[config.mk]
export PLATFORM = sky130hd
export DESIGN_NAME = uart_rx_flat
export DESIGN_NICKNAME = d
export VERILOG_FILES = /design/src/rtl/uart_rx_if.sv /design/src/rtl/uart_rx.sv /design/src/flat_wrapper.sv
export SDC_FILE = /design/constraint.sdc
export NUM_CORES = 1
export LEC_CHECK = 0
export ABC_AREA = 1
export CAP_MARGIN = 25
export CORE_MARGIN = 5
export CORE_UTILIZATION = 35
export DETAILED_ROUTE_END_ITERATION = 12
export REMOVE_ABC_BUFFERS = 1
export SKIP_CTS_REPAIR_TIMING = 1
export SYNTH_ARGS = -nofsm -noshare
export SYNTH_HDL_FRONTEND = slang
export SYNTH_SLANG_ARGS = --single-unit
[constraint.sdc]
create_clock -name clk -period 4.5 [get_ports clk]
set_input_delay 0.9 -clock clk [delete_from_list [all_inputs] [get_ports clk]]
set_output_delay 0.9 -clock clk [all_outputs]
set_load 0.05 [all_outputs]
[src/rtl/uart_rx_if.sv]
// uart_rx_if: receive-side handshake bundle of the UART receiver.
//   rx_data       received byte, stable while rx_valid is high
//   rx_valid      holding register full
//   rx_ready      consumer accepts rx_data when rx_valid & rx_ready
//   framing_error one-cycle pulse, stop bit sampled low
//   parity_error  one-cycle pulse, parity mismatch
//   overrun       one-cycle pulse, frame completed while holding register full
// master: the receiver (drives data/valid/errors); slave: the consumer.
interface uart_rx_if;
  logic [7:0] rx_data;
  logic       rx_valid;
  logic       rx_ready;
  logic       framing_error;
  logic       parity_error;
  logic       overrun;

  modport master (
    output rx_data, rx_valid, framing_error, parity_error, overrun,
    input  rx_ready
  );

  modport slave (
    input  rx_data, rx_valid, framing_error, parity_error, overrun,
    output rx_ready
  );
endinterface

[src/rtl/uart_rx.sv]
// uart_rx: oversampling UART receiver, 8 data bits LSB first, optional
// parity, one stop bit. Each byte is presented through a valid/ready
// holding register; framing, parity and overrun errors are one-cycle pulses.
//   clk    system clock, rising edge
//   rst    asynchronous reset, active low
//   rx     asynchronous serial line, idle high
//   rx_if  handshake bundle (master side)
//
// state   | meaning
// --------+------------------------------------------------------------
// S_IDLE  | line idle, waiting for a falling edge
// S_START | counting half a bit to re-check the start bit at mid-bit
// S_DATA  | sampling 8 data bits at mid-bit, LSB first
// S_PARITY| sampling the parity bit (only when PARITY != 0)
// S_STOP  | sampling the stop bit, delivering or reporting the frame
// S_BREAK | stop bit was low; waiting for the line to return high
module uart_rx #(
  parameter int CLOCK_FREQ = 100000000,
  parameter int BAUD_RATE  = 9600,
  parameter int BAUD_DIV   = CLOCK_FREQ / BAUD_RATE,
  parameter int PARITY     = 0
) (
  input  logic clk,
  input  logic rst,
  input  logic rx,
  uart_rx_if.master rx_if
);

  localparam logic [15:0] DIV_M1  = 16'(BAUD_DIV - 1);
  localparam logic [15:0] HALF_M1 = 16'(BAUD_DIV / 2 - 1);

  typedef enum logic [2:0] {
    S_IDLE,
    S_START,
    S_DATA,
    S_PARITY,
    S_STOP,
    S_BREAK
  } state_e;

  state_e      state_q, state_d;
  logic        rx_meta_q, rx_meta_d;
  logic        rx_s_q, rx_s_d;
  logic [15:0] cnt_q, cnt_d;
  logic [2:0]  bit_idx_q, bit_idx_d;
  logic [7:0]  shift_q, shift_d;
  logic        perr_q, perr_d;
  logic [7:0]  data_q, data_d;
  logic        valid_q, valid_d;
  logic        fe_q, fe_d;
  logic        pe_q, pe_d;
  logic        ov_q, ov_d;

  logic        tick;
  logic        par_exp;

  assign tick    = (cnt_q == 16'd0);
  // Odd parity: data plus parity bit has an odd number of ones.
  assign par_exp = (PARITY == 1) ? ~(^shift_q) : (^shift_q);

  always_comb begin
    rx_meta_d = rx;
    rx_s_d    = rx_meta_q;
    state_d   = state_q;
    cnt_d     = cnt_q;
    bit_idx_d = bit_idx_q;
    shift_d   = shift_q;
    perr_d    = perr_q;
    data_d    = data_q;
    valid_d   = valid_q;
    fe_d      = 1'b0;
    pe_d      = 1'b0;
    ov_d      = 1'b0;

    if (valid_q && rx_if.rx_ready) begin
      valid_d = 1'b0;
    end

    case (state_q)
      S_IDLE: begin
        if (!rx_s_q) begin
          cnt_d   = HALF_M1;
          state_d = S_START;
        end
      end

      S_START: begin
        if (tick) begin
          if (!rx_s_q) begin
            cnt_d     = DIV_M1;
            bit_idx_d = 3'd0;
            perr_d    = 1'b0;
            state_d   = S_DATA;
          end else begin
            state_d = S_IDLE;
          end
        end else begin
          cnt_d = cnt_q - 16'd1;
        end
      end

      S_DATA: begin
        if (tick) begin
          cnt_d            = DIV_M1;
          shift_d[bit_idx_q] = rx_s_q;
          if (bit_idx_q == 3'd7) begin
            state_d = (PARITY != 0) ? S_PARITY : S_STOP;
          end else begin
            bit_idx_d = bit_idx_q + 3'd1;
          end
        end else begin
          cnt_d = cnt_q - 16'd1;
        end
      end

      S_PARITY: begin
        if (tick) begin
          cnt_d = DIV_M1;
          if (rx_s_q != par_exp) begin
            perr_d = 1'b1;
          end
          state_d = S_STOP;
        end else begin
          cnt_d = cnt_q - 16'd1;
        end
      end

      S_STOP: begin
        if (tick) begin
          // Leave at mid-stop so the next start edge is never missed.
          state_d = S_IDLE;
          if (!rx_s_q) begin
            fe_d    = 1'b1;
            state_d = S_BREAK;
          end else if (perr_q) begin
            pe_d = 1'b1;
          end else if (!valid_q || rx_if.rx_ready) begin
            // Covers the simultaneous accept-and-load case too.
            data_d  = shift_q;
            valid_d = 1'b1;
          end else begin
            ov_d = 1'b1;
          end
        end else begin
          cnt_d = cnt_q - 16'd1;
        end
      end

      S_BREAK: begin
        if (rx_s_q) begin
          state_d = S_IDLE;
        end
      end

      default: state_d = S_IDLE;
    endcase
  end

  always_ff @(posedge clk or negedge rst) begin
    if (!rst) begin
      state_q   <= S_IDLE;
      rx_meta_q <= 1'b1;
      rx_s_q    <= 1'b1;
      cnt_q     <= 16'd0;
      bit_idx_q <= 3'd0;
      shift_q   <= 8'd0;
      perr_q    <= 1'b0;
      data_q    <= 8'd0;
      valid_q   <= 1'b0;
      fe_q      <= 1'b0;
      pe_q      <= 1'b0;
      ov_q      <= 1'b0;
    end else begin
      state_q   <= state_d;
      rx_meta_q <= rx_meta_d;
      rx_s_q    <= rx_s_d;
      cnt_q     <= cnt_d;
      bit_idx_q <= bit_idx_d;
      shift_q   <= shift_d;
      perr_q    <= perr_d;
      data_q    <= data_d;
      valid_q   <= valid_d;
      fe_q      <= fe_d;
      pe_q      <= pe_d;
      ov_q      <= ov_d;
    end
  end

  assign rx_if.rx_data       = data_q;
  assign rx_if.rx_valid      = valid_q;
  assign rx_if.framing_error = fe_q;
  assign rx_if.parity_error  = pe_q;
  assign rx_if.overrun       = ov_q;

endmodule

[src/flat_wrapper.sv]
// flat-port wrapper written by rule: the top's interface ports become plain ports
module uart_rx_flat 
#(
  parameter int CLOCK_FREQ = 100000000,
  parameter int BAUD_RATE  = 9600,
  parameter int BAUD_DIV   = CLOCK_FREQ / BAUD_RATE,
  parameter int PARITY     = 0
)
  (clk, rst, rx, rx_if_rx_data, rx_if_rx_valid, rx_if_framing_error, rx_if_parity_error, rx_if_overrun, rx_if_rx_ready);
  uart_rx_if rx_if_i ();
  input  logic clk;
  input  logic rst;
  input  logic rx;
  output wire logic [$bits(rx_if_i.rx_data)-1:0] rx_if_rx_data;
  output wire logic [$bits(rx_if_i.rx_valid)-1:0] rx_if_rx_valid;
  output wire logic [$bits(rx_if_i.framing_error)-1:0] rx_if_framing_error;
  output wire logic [$bits(rx_if_i.parity_error)-1:0] rx_if_parity_error;
  output wire logic [$bits(rx_if_i.overrun)-1:0] rx_if_overrun;
  input wire logic [$bits(rx_if_i.rx_ready)-1:0] rx_if_rx_ready;
  assign rx_if_rx_data = rx_if_i.rx_data;
  assign rx_if_rx_valid = rx_if_i.rx_valid;
  assign rx_if_framing_error = rx_if_i.framing_error;
  assign rx_if_parity_error = rx_if_i.parity_error;
  assign rx_if_overrun = rx_if_i.overrun;
  assign rx_if_i.rx_ready = rx_if_rx_ready;
  uart_rx #(.CLOCK_FREQ(CLOCK_FREQ), .BAUD_RATE(BAUD_RATE), .BAUD_DIV(BAUD_DIV), .PARITY(PARITY)) u_core (.clk(clk), .rst(rst), .rx(rx), .rx_if(rx_if_i));
endmodule
# After elaboration in Yosys (flattened, before gate mapping)
# Cells that the tools add are included.
[classes]
n_addsub = 2
order_cmp = 2
n_eq_ne = 19
n_mux = 47
n_bitwise = 1
reduce_logical = 17
[op_table]
columns = ["cell", "count"]
rows = [
  ["$mux W16", 5],
  ["$pmux W16 S4", 1],
  ["$mux W3", 12],
  ["$mux W1", 23],
  ["$pmux W3 S6", 1],
  ["$logic_not A16 Y1", 1],
  ["$sub A16 B1 Y16 const B", 1],
  ["$reduce_and A5 Y1", 3],
  ["$ne A2 B1 Y1 const B", 7],
  ["$eq A3 B3 Y1 const B", 3],
  ["$bwmux W8", 1],
  ["$ne A2 B2 Y1 const B", 4],
  ["$reduce_xor A8 Y1", 1],
  ["$reduce_and A7 Y1", 1],
  ["$eq A3 B2 Y1 const B", 2],
  ["$pmux W3 S2", 1],
  ["$lt A3 B4 Y1 const B", 1],
  ["$reduce_and A4 Y1", 1],
  ["$reduce_bool A2 Y1", 2],
  ["$reduce_bool A4 Y1", 1],
  ["$add A3 B1 Y3 const B", 1],
  ["$demux W1 S3", 1],
  ["$eq A3 B1 Y1 const B", 1],
  ["$ge A3 B1 Y1 const B", 1],
  ["11 further kinds", 12],
]
[word_totals]
ff_bits = 45

# Longest topological paths before layout
[depth]
word_depth = 7
mapped_depth = 13
mapped_depth_nobuf = 13

# Least setup slack after synthesis
# Ideal clock, no wire load.
[synth_timing]
kind = "register -> register"
from = "reg u_core.cnt_q[0]"
to = "reg u_core.state_q[0]"
setup_time_ns = 0.123
t_arrival_ns = 1.479
required_ns = 4.377
path_slack_ns = 2.898
stages_incl_launch_ff = 14
n_path_buf = 0
synth_period_minus_slack_ns = 1.602
cell_sequence = "dfrtp_1 inv_1 ha_1 inv_1 nor2_1 nand3_1 nor2_2 nand2_2 inv_2 nor2_4 inv_2 nand2_4 nand2_1 o21ai_1"
[synth_via]
elab_chain_cells = 3
word_cells_on_any_way = 6
cone_classes = "4 x eq/ne; 2 x reduce/logical"
[synth_rtl]
columns = ["item", "line_no", "source"]
rows = [
  ["start, declared", "uart_rx.sv:44", "logic [15:0] cnt_q, cnt_d;"],
  ["start signal, assigned", "uart_rx.sv:177", "cnt_q <= cnt_d;"],
  ["$logic_not A16 Y1 *", "uart_rx.sv:57", "assign tick = (cnt_q == 16'd0);"],
  ["$ne A2 B1 Y1 (no source line)", "-", ""],
  ["$reduce_and A7 Y1 (no source line) *", "-", ""],
  ["end signal, assigned", "uart_rx.sv:174", "state_q <= state_d;"],
  ["end, declared", "uart_rx.sv:41", "state_e state_q, state_d;"],
]
# Mark *: on every way between the ends. The rest lies on a longest branch, timed or not.
# A chain may end at the register's enable or synchronous reset.

# Final worst setup path
[layout_timing]
from = "reg u_core.data_q[3], in the netlist u_core.rx_if.rx_data[3]"
to = "out rx_if_rx_data[3]"
[layout_rtl]
columns = ["item", "line_no", "source"]
rows = [
  ["start, declared", "uart_rx.sv:48", "logic [7:0] data_q, data_d;"],
  ["start signal, assigned", "uart_rx.sv:181", "data_q <= data_d;"],
  ["end, declared", "flat_wrapper.sv:14", "output wire logic [$bits(rx_if_i.rx_data)-1:0] rx_if_rx_data;"],
]
# No word-level cell between the ends.

==> metrics.md <==
| Metric | Value |
|---|---|
| Clock-pin slew on the worst setup and hold paths | `0.10 ns` |
| Residual DRC | `0` |
| Core area | `7770 sq um` |
| Worst Skew | `just under 0.01 ns` |
| Die Width | `between 90 and 100 microns` |
| RSZ-0062 raised after global routing | `false` |
| First-pass GRT wire length | `9940 microns` |
| Yosys reg bits | `45` |
| Ys Warns | `0` |
| Period Utilization, post-route | `0.532` |
| H-tree depth | `2` |
| Worst reg2reg path depth | `7` |
| LEAKAGE | `1.53 nW` |
| Largest net degree at the start of global routing | `32` |
| Buf+Inv Stages, Crit Path | `1` |
| Wire length per cell after detailed routing | `roughly 12 microns` |
| Worst vdd ir | `0.000122 V` |
| CTS tree | `yes` |
| Hold WC Path Type | `reg2reg` |
| Hold Crit Depth | `0` |
| WL final | `5730 microns` |
| Placed cell count | `around 500` |
| Min Clock Period, post-route | `between 2 and 2.5 ns` |
| Root buf cell | `clkbuf_8` |
| Min-Delay Startpoint | `u_core.rx_meta_q` |
| Slew of the pin with the lowest slew margin | `0.504 ns` |
| Final Hold Viols | `0` |
| Top-area cell type share of the netlist area | `0.383` |
| Reg2Reg Setup Slack | `2.58 ns` |
| Required @ worst endpoint | `3.60 ns` |
| Post-DRT Antenna Nets | `0` |
| Critical path class | `reg2out` |
| Yosys top cell by area | `dfrtp_1` |
| Nets | `401` |
| Met3 wire length | `234 microns` |
| Fmax | `417 MHz` |
| Vias | `approximately 2300` |
| Synth Flop Type | `dfrtp_1` |
| CTS Sinks | `45` |
| M1 WL | `between 2000 and 3000 microns` |
| Input/output buffers | `15` |
| Crit path max-delay family | `buffers and inverters` |
| Number of global-route vias before repair | `2108` |
| 1st-iter DRT viols | `130` |
| Top layer in use | `met4` |
| Drt first pass iters | `4` |
| Total CTS buffers | `5` |
| CP max stage delay | `0.81 ns` |
| R2R Path End | `u_core.cnt_q[6]` |
| Seq/Total Area, Yosys | `0.402` |
| Buffer depth of the longest clock path | `2` |
| Cell area after layout | `3170 sq um` |
| Post-synth EDFFs | `0` |
| Netlist cell types | `35` |
| Critical R2R Launch | `u_core.rx_s_q` |
| I/O pin count | `16` |
| Met2 routed WL | `2500 microns` |
| Slew Viols, Final | `0` |
| ANT cells | `0` |
| Slew HR | `0.663` |
| Die Ht | `99.6 microns` |
| DP HPWL | `between 4000 and 5000 microns` |
| Crit path launch type | `flop` |
| Hold EP | `u_core.rx_s_q` |
| Placer congestion estimate | `0.870` |
| Slowest-stage cell, CP | `clkdlybuf4s50_1` |
| Mapped Avg Cell Area | `7.47 sq um` |
| Worst path arrival time | `1.50 ns` |
| Max-Cap Viols | `0` |
| Final hold slack | `0.360 ns` |
| # rows | `32` |
| Most frequent cell after synthesis | `nand2_1` |
| Critical path, cell by cell | `clkdlybuf4s50_1` |
| Die area | `slightly below 10000 sq um` |
| Status | `finished, final reports clean` |
| Worst setup EP type | `primary output` |
| Post-DP Area | `a little over 3000 sq um` |
| Layout Utilization | `0.408` |
| Clk Latency, worst-skew pair | `0.30 ns` |
| Setup TNS | `0 ns` |
| Most frequent cells after synthesis | `nand2_1 (108), dfrtp_1 (43), nor2_1 (41)` |
| Synth area leaders | `dfrtp_1 (38%), nand2_1 (14%), nor2_1 (5.5%)` |
| Total Routing Usage GR | `0.123` |
| Starting density of the core | `0.361` |
| Syn Inst Count | `376` |
| Mapped Area | `2810 sq um` |
| Antenna violations before repair | `0` |
| Post-Layout Cell Count | `496` |
| Asr flop ratio synth | `1.00` |
| Area Overhead vs Synth | `12.9%` |
| Crit-path max FO | `2` |
| Share of layout cells above drive strength 1 | `0.142` |
| PD cells | `235 nW/um^2` |
| Final setup vio count | `0` |
| Gr ovfl total | `0` |
| Via/cell ratio | `4.57` |
==> stage by stage <==
| step | setup WS [ns] | total power, mW |
|---|---|---|
| after floorplan | 2.87 | 0.418 |
| after global placement | 2.35 | 0.431 |
| after detailed placement | 2.34 | 0.433 |
| after CTS | 2.08 | 0.762 |
| after global routing | 2.05 | 0.781 |
| final | 2.10 | 0.746 |
==> layout make-up <==
cell class,instances,area (sq um)
multi-input cells,274,1440
clock inverters,3,47.5
clock buffers,5,68.8
well taps,102,128
fillers,802,4600
flip-flops and latches,45,1130
repair buffers,16,165
inverters,51,191
==> state kept, by name, summed over array words and instances (netlist names), 3 cells and up <==
name / cells
u_core.rx_if.rx_data: 8
u_core.shift_q: 8
u_core.cnt_q: 16
u_core.bit_idx_q: 3
u_core.state_q: 3
==> power by group <==
group / internal (mW) / leakage (nW) / switching [mW] / total, mW
combinational: 0.00467 / 0.884 / 0.0121 / 0.0167
sequential: 0.406 / 0.586 / 0.00160 / 0.407
clock: 0.170 / 0.0591 / 0.152 / 0.322
==> worst max path at each step <==
stage / from / slack, ns / cells after the start / end
after detailed placement: rx_if_rx_ready / 2.34 / 6 / u_core.rx_if.rx_data[5]
after floorplan: u_core.cnt_q[0] / 2.87 / 9 / u_core.rx_if.rx_data[0]
after global routing: u_core.rx_if.rx_data[3] / 2.05 / 1 / rx_if_rx_data[3]
after global placement: rx_if_rx_ready / 2.35 / 6 / u_core.rx_if.rx_data[5]
final: u_core.rx_if.rx_data[3] / 2.10 / 1 / rx_if_rx_data[3]
after CTS: u_core.rx_if.rx_data[3] / 2.08 / 1 / rx_if_rx_data[3]
==> placed cells by master, fill, tap and decap left out, types with 2 or more instances in the layout <==
cell	instances
nand2_1	108
dfrtp_1	43
xnor2_1	3
nand2_4	2
ha_1	4
inv_6	2
inv_2	10
nand2_2	5
nand3b_1	4
nor2_2	8
clkbuf_8	5
o21ai_2	8
o21ai_0	17
nand3_1	29
a21oi_1	6
nand4_1	4
xor2_1	9
nor2_4	6
o21ai_1	6
clkdlybuf4s50_1	14
nand3_4	2
inv_1	40
nor4_1	2
nor2_1	41
nor3_1	2
dfstp_2	2
==> routing by layer <==
metal  track usage  vias to the layer above
met4        0.0410                        0
li1              -                     1215
met3        0.0224                        6
met5             0                        -
met1         0.173                     1009
met2         0.191                       36
==> logic make-up (layout without fill, tap and decap cells) <==
| group | count (synthesis) | count (layout) | synth area share |
|---|---|---|---|
| flip-flops | 45 | 45 | 0.402 |
| adder cells (fa/ha/maj) | 4 | 4 | 0.0178 |
| AO/OA/AOI/OAI | 40 | 40 | 0.0842 |
| buffers and inverters | 57 | 75 | 0.0847 |
| AND/OR/NAND/NOR | 218 | 218 | 0.374 |
| XOR/XNOR | 12 | 12 | 0.0374 |
Note: power is estimated with default switching activity, not from simulation.
==> edit 1 (same flow settings) <==
Make the reset (`rst`) synchronous in one clocked block. Comments in the files are not updated.
--- a/src/rtl/uart_rx.sv
+++ b/src/rtl/uart_rx.sv
@@ -157,5 +157,5 @@
   end
 
-  always_ff @(posedge clk or negedge rst) begin
+  always_ff @(posedge clk) begin
     if (!rst) begin
       state_q   <= S_IDLE;
Check against the original RTL: same outputs for any inputs over 10 cycles, from zero or initial values and one cycle with rst low; that may be too few to reach the edited logic, so the function may still have changed.
==> edit 1 against the original RTL <==
Sequential share of layout area shrank 4.5 points; non-clock buffer count stayed put; wire length up 2.4%; area after synthesis shrank 8.4%; setup slack better by 0.025 ns; design area shrank 8.5%; core utilization down 0.62 points; sequential cell count stayed put; critical endpoint is now rx_if_rx_data[5]; largest cell class unchanged; highest routed layer unchanged.
Power is left out: it rests on default switching activity, and per cell area and clock period it moved more than threefold.
==> edit 1: results <==
export IMPL_clock_latency_ns=0.31
export IMPL_antenna_found_initial=0
export IMPL_wl_met1_mm=2.921
export IMPL_drt_iter0_markers=118
export IMPL_critPathArrivalTime_ns=1.47
export IMPL_cts_inserted_buffers=5
export IMPL_grtUsageTotal=0.1393
export IMPL_ys_flop_type="dfxtp_1"
export IMPL_gp_congestion=0.8506
export IMPL_root_buffer="clkbuf_8"
export IMPL_synth_area_top_cells="dfxtp_1, nand2_1, nor2_1"
export IMPL_cp_slowest_stage_delay_ns=0.81
export IMPL_yosysWarnings=0
export IMPL_top_register="u_core.cnt_q"
export IMPL_worstHoldPathType="register to register"
export IMPL_synth_common_cells="nand2_1, nor2_1, dfxtp_1, a21oi_1, nand3_1"
export IMPL_skew_ns=0.006808
export IMPL_drive_above_1_share=0.09113
export IMPL_dr_wl_met2_mm=2.614
export IMPL_highest_layer="met4"
export IMPL_status="finished clean"
export IMPL_fin_cells=516
export IMPL_route_met3_wl_microns=251
export IMPL_grt_overflow=0
export IMPL_worst_path_max_delay_cell="clkdlybuf4s50_1"
export IMPL_num_vias=2462
export IMPL_cts_clk_slew_worst_paths_ns=0.10
export IMPL_synth_distinct_cells=28
export IMPL_dr_pass1_iters=4
export IMPL_fillers=790
export IMPL_crit_family="buffers and inverters"
export IMPL_portBuffers=15
export IMPL_cts_buffer_depth=2
export IMPL_grt_max_degree=25
export IMPL_diodes=0
export IMPL_largest_reg_flops=16
export IMPL_pre_cts_ws_ns=2.002
export IMPL_ys_seq_area_frac=0.3504
export IMPL_grt_pass1_wl_mm=10.33
export IMPL_worstPathMaxFanout=2
export IMPL_synth_area_per_cell_sq_um=6.380
export IMPL_cts_htree_levels=2
export IMPL_grt_pass1_vias=2253
export IMPL_dp_hpwl_mm=4.216
export IMPL_fin_nets=423
export IMPL_dp_cells=508
export IMPL_synthArstFlopShare=0
export IMPL_tightestPinTransition_ns=0.8547
export IMPL_finalWirelength_mm=5.861
-- edit 1: path summary, 6_finish.rpt --
| kind | from | end | slack (ns) | cells past startpoint |
|---|---|---|---|---|
| min reg2reg | u_core.rx_meta_q | u_core.rx_s_q | 0.43 | 1 |
| min | u_core.rx_meta_q | u_core.rx_s_q | 0.43 | 1 |
| max reg2reg | u_core.cnt_q[0] | u_core.cnt_q[12] | 2.27 | 10 |
| max | u_core.rx_if.rx_data[5] | rx_if_rx_data[5] | 2.13 | 1 |
-- edit 1: cell type report --
class / instances / share of cell area
clock buffers: 5 / 0.02373
clock inverters: 3 / 0.009060
inverters: 34 / 0.04400
multi-input cells: 314 / 0.5155
flip-flops and latches: 45 / 0.3106
well taps: 99 / 0.04271
repair buffers: 16 / 0.05436
-- edit 1: cell families (layout without fill, tap and decap cells) --
group,count (synthesis),count (layout),synth area share
flip-flops,45,45,0.3504
buffers and inverters,44,58,0.06812
AO/OA/AOI/OAI,54,54,0.1114
AND/OR/NAND/NOR,247,247,0.4214
XOR/XNOR,10,10,0.03407
adder cells (fa/ha/maj),3,3,0.01460
-- edit 1: per-layer routing --
metal | vias to the layer above | global-route usage
met1 | 1088 | 0.1885
met3 | 7 | 0.02580
met4 | 0 | 0.03910
li1 | 1331 | -
met2 | 36 | 0.2264
met5 | - | 0
-- edit 1: metrics by stage --
stage	instance area [sq um]	utilization
global route	2900	0.4020
finish	2900	0.4020
floorplan	2524	-
global placement	2805	0.3888
CTS	2900	0.4020
detailed placement	2805	0.3888
==> edit 2 (config.mk and constraints unchanged) <==
Made on the original files. `PARITY` is set to 0 in 2 places; all go to 1. Comments in the files are not updated.
--- a/src/rtl/uart_rx.sv
+++ b/src/rtl/uart_rx.sv
@@ -19,5 +19,5 @@
   parameter int BAUD_RATE  = 9600,
   parameter int BAUD_DIV   = CLOCK_FREQ / BAUD_RATE,
-  parameter int PARITY     = 0
+  parameter int PARITY     = 1
 ) (
   input  logic clk,
--- a/src/flat_wrapper.sv
+++ b/src/flat_wrapper.sv
@@ -5,5 +5,5 @@
   parameter int BAUD_RATE  = 9600,
   parameter int BAUD_DIV   = CLOCK_FREQ / BAUD_RATE,
-  parameter int PARITY     = 0
+  parameter int PARITY     = 1
 )
   (clk, rst, rx, rx_if_rx_data, rx_if_rx_valid, rx_if_framing_error, rx_if_parity_error, rx_if_overrun, rx_if_rx_ready);
Check against the original RTL: no difference found for any inputs over 10 cycles, from zero or initial values and one cycle with rst low; that may be too few to reach the edited logic, so the function may still have changed.
==> edit 2 against the original RTL <==
Fmax rose by 1.1%; critical path depth did not move; power fell by 7.7%; area after synthesis fell by 1.1%; first-iteration DRC count fell by 15%; design area fell by 2.1%; via count rose by 5.9%; critical path type unchanged; critical endpoint unchanged; sequential share of layout area rose by 0.75 points; core utilization fell by 0.63 points; wire length rose by 3.8%; final cell count rose by 2.4%; setup slack improved by 0.027 ns; sequential cell count did not move.
==> edit 2: results <==
export IMPL_grt_max_degree=33
export IMPL_routedWlPerCell_microns=11.70
export IMPL_die_area_sq_um=9814
export IMPL_pre_cts_ws_ns=2.407
export IMPL_fillers=832
export IMPL_clkbuf_count=5
export IMPL_synth_area_per_cell_sq_um=7.137
export IMPL_hold_depth=0
export IMPL_tightestPinTransition_ns=0.7067
export IMPL_drive_above_1_share=0.07882
export IMPL_dp_cells=500
export IMPL_yosysWarnings=0
export IMPL_synth_area_top_cells="dfrtp_1, nand2_1, inv_1"
export IMPL_worstRegToRegCells=9
export IMPL_synth_common_cells="nand2_1, inv_1, nor2_1, dfrtp_1, o21ai_0"
export IMPL_root_buffer="clkbuf_8"
export IMPL_drt_iter0_markers=110
export IMPL_ys_seq_elements=45
export IMPL_antenna_found_initial=0
export IMPL_fin_cells=508
export IMPL_dpl_cell_area_sq_um=3012
export IMPL_status="finished clean"
export IMPL_setup_tns_ns=0
export IMPL_clock_latency_ns=0.31
export IMPL_holdWs_ns=0.3611
export IMPL_p_int_uw=522.8
export IMPL_postLayoutCellArea_sq_um=3105
export IMPL_detail_route_vias_per_cell=4.724
export IMPL_vdd_ir_drop_max_mv=0.08797
export IMPL_dr_pass1_iters=4
export IMPL_diodes=0
export IMPL_dp_hpwl_mm=4.396
export IMPL_grt_pass1_wl_mm=10.51
export IMPL_skew_ns=0.01162
export IMPL_crit_family="buffers and inverters"
export IMPL_finalPower_uw=687.9
export IMPL_seqPwrFrac=0.593
export IMPL_buf_share=0.05318
export IMPL_cts_clk_slew_worst_paths_ns=0.10
export IMPL_r2r_start="u_core.cnt_q[0]"
export IMPL_ys_seq_area_frac=0.4065
export IMPL_grtUsageTotal=0.1281
export IMPL_r2r_end="u_core.shift_q[0]"
export IMPL_p_clk_uw=264
export IMPL_synth_distinct_cells=29
export IMPL_grt_pass1_vias=2269
export IMPL_critPathArrivalTime_ns=1.47
export IMPL_clk_share=0.03022
export IMPL_num_multi_input_gates=289
export IMPL_fin_nets=412
export IMPL_worstPathMaxFanout=2
export IMPL_leakagePower_nw=1.533
export IMPL_multi_input_area_share=0.4525
export IMPL_nNonClkInverters=48
export IMPL_gp_congestion=0.8305
==> edit 2: changes by cell type after synthesis, sizes merged, moves of 3 or more <==
| cell | change |
|---|---|
| nand2 | +29 |
| nand3b | -3 |
| nor2 | -5 |
| nor3 | +5 |
| xor2 | -6 |
==> edit 2: cells by family (layout without fill, tap and decap cells) <==
group / count (synthesis) / after routing / synth area share
DFF: 45 / 45 / 0.4065
AOI/OAI and AO/OA: 36 / 36 / 0.06895
and+or+nand+nor: 242 / 242 / 0.3984
xor gates and xnor gates: 8 / 8 / 0.02524
adders and majority gates: 3 / 3 / 0.01352
buffers and inverters: 55 / 72 / 0.08742
==> edit 2: per-layer routing <==
metal,vias up,GRT usage,wire length [microns]
li1,1258,-,-
met1,1100,0.1858,3040
met2,34,0.1927,2586
met3,8,0.02265,254
met4,0,0.04097,61
met5,-,0,0
==> edit 2: worst reg2reg max path, cell delays in order (launching register included) <==
cell and delay, ns:
dfrtp_1 0.41, inv_1 0.15, ha_1 0.28, nand3_4 0.14
nor2_4 0.21, nand4_4 0.24, nor2_4 0.21, inv_1 0.10
nor3_1 0.14, nor2_1 0.07
==> edit 2: worst max path at each step <==
stage | endpoint | from | slack [ns]
2_1_floorplan | u_core.state_q[0] | u_core.cnt_q[0] | 2.78
3_3_place_gp | u_core.rx_if.rx_data[5] | rx_if_rx_ready | 2.42
3_5_place_dp | u_core.rx_if.rx_data[3] | rx_if_rx_ready | 2.41
4_1_cts | rx_if_rx_data[3] | u_core.rx_if.rx_data[3] | 2.11
5_1_grt | rx_if_rx_data[3] | u_core.rx_if.rx_data[3] | 2.06
6_report | rx_if_rx_data[3] | u_core.rx_if.rx_data[3] | 2.13
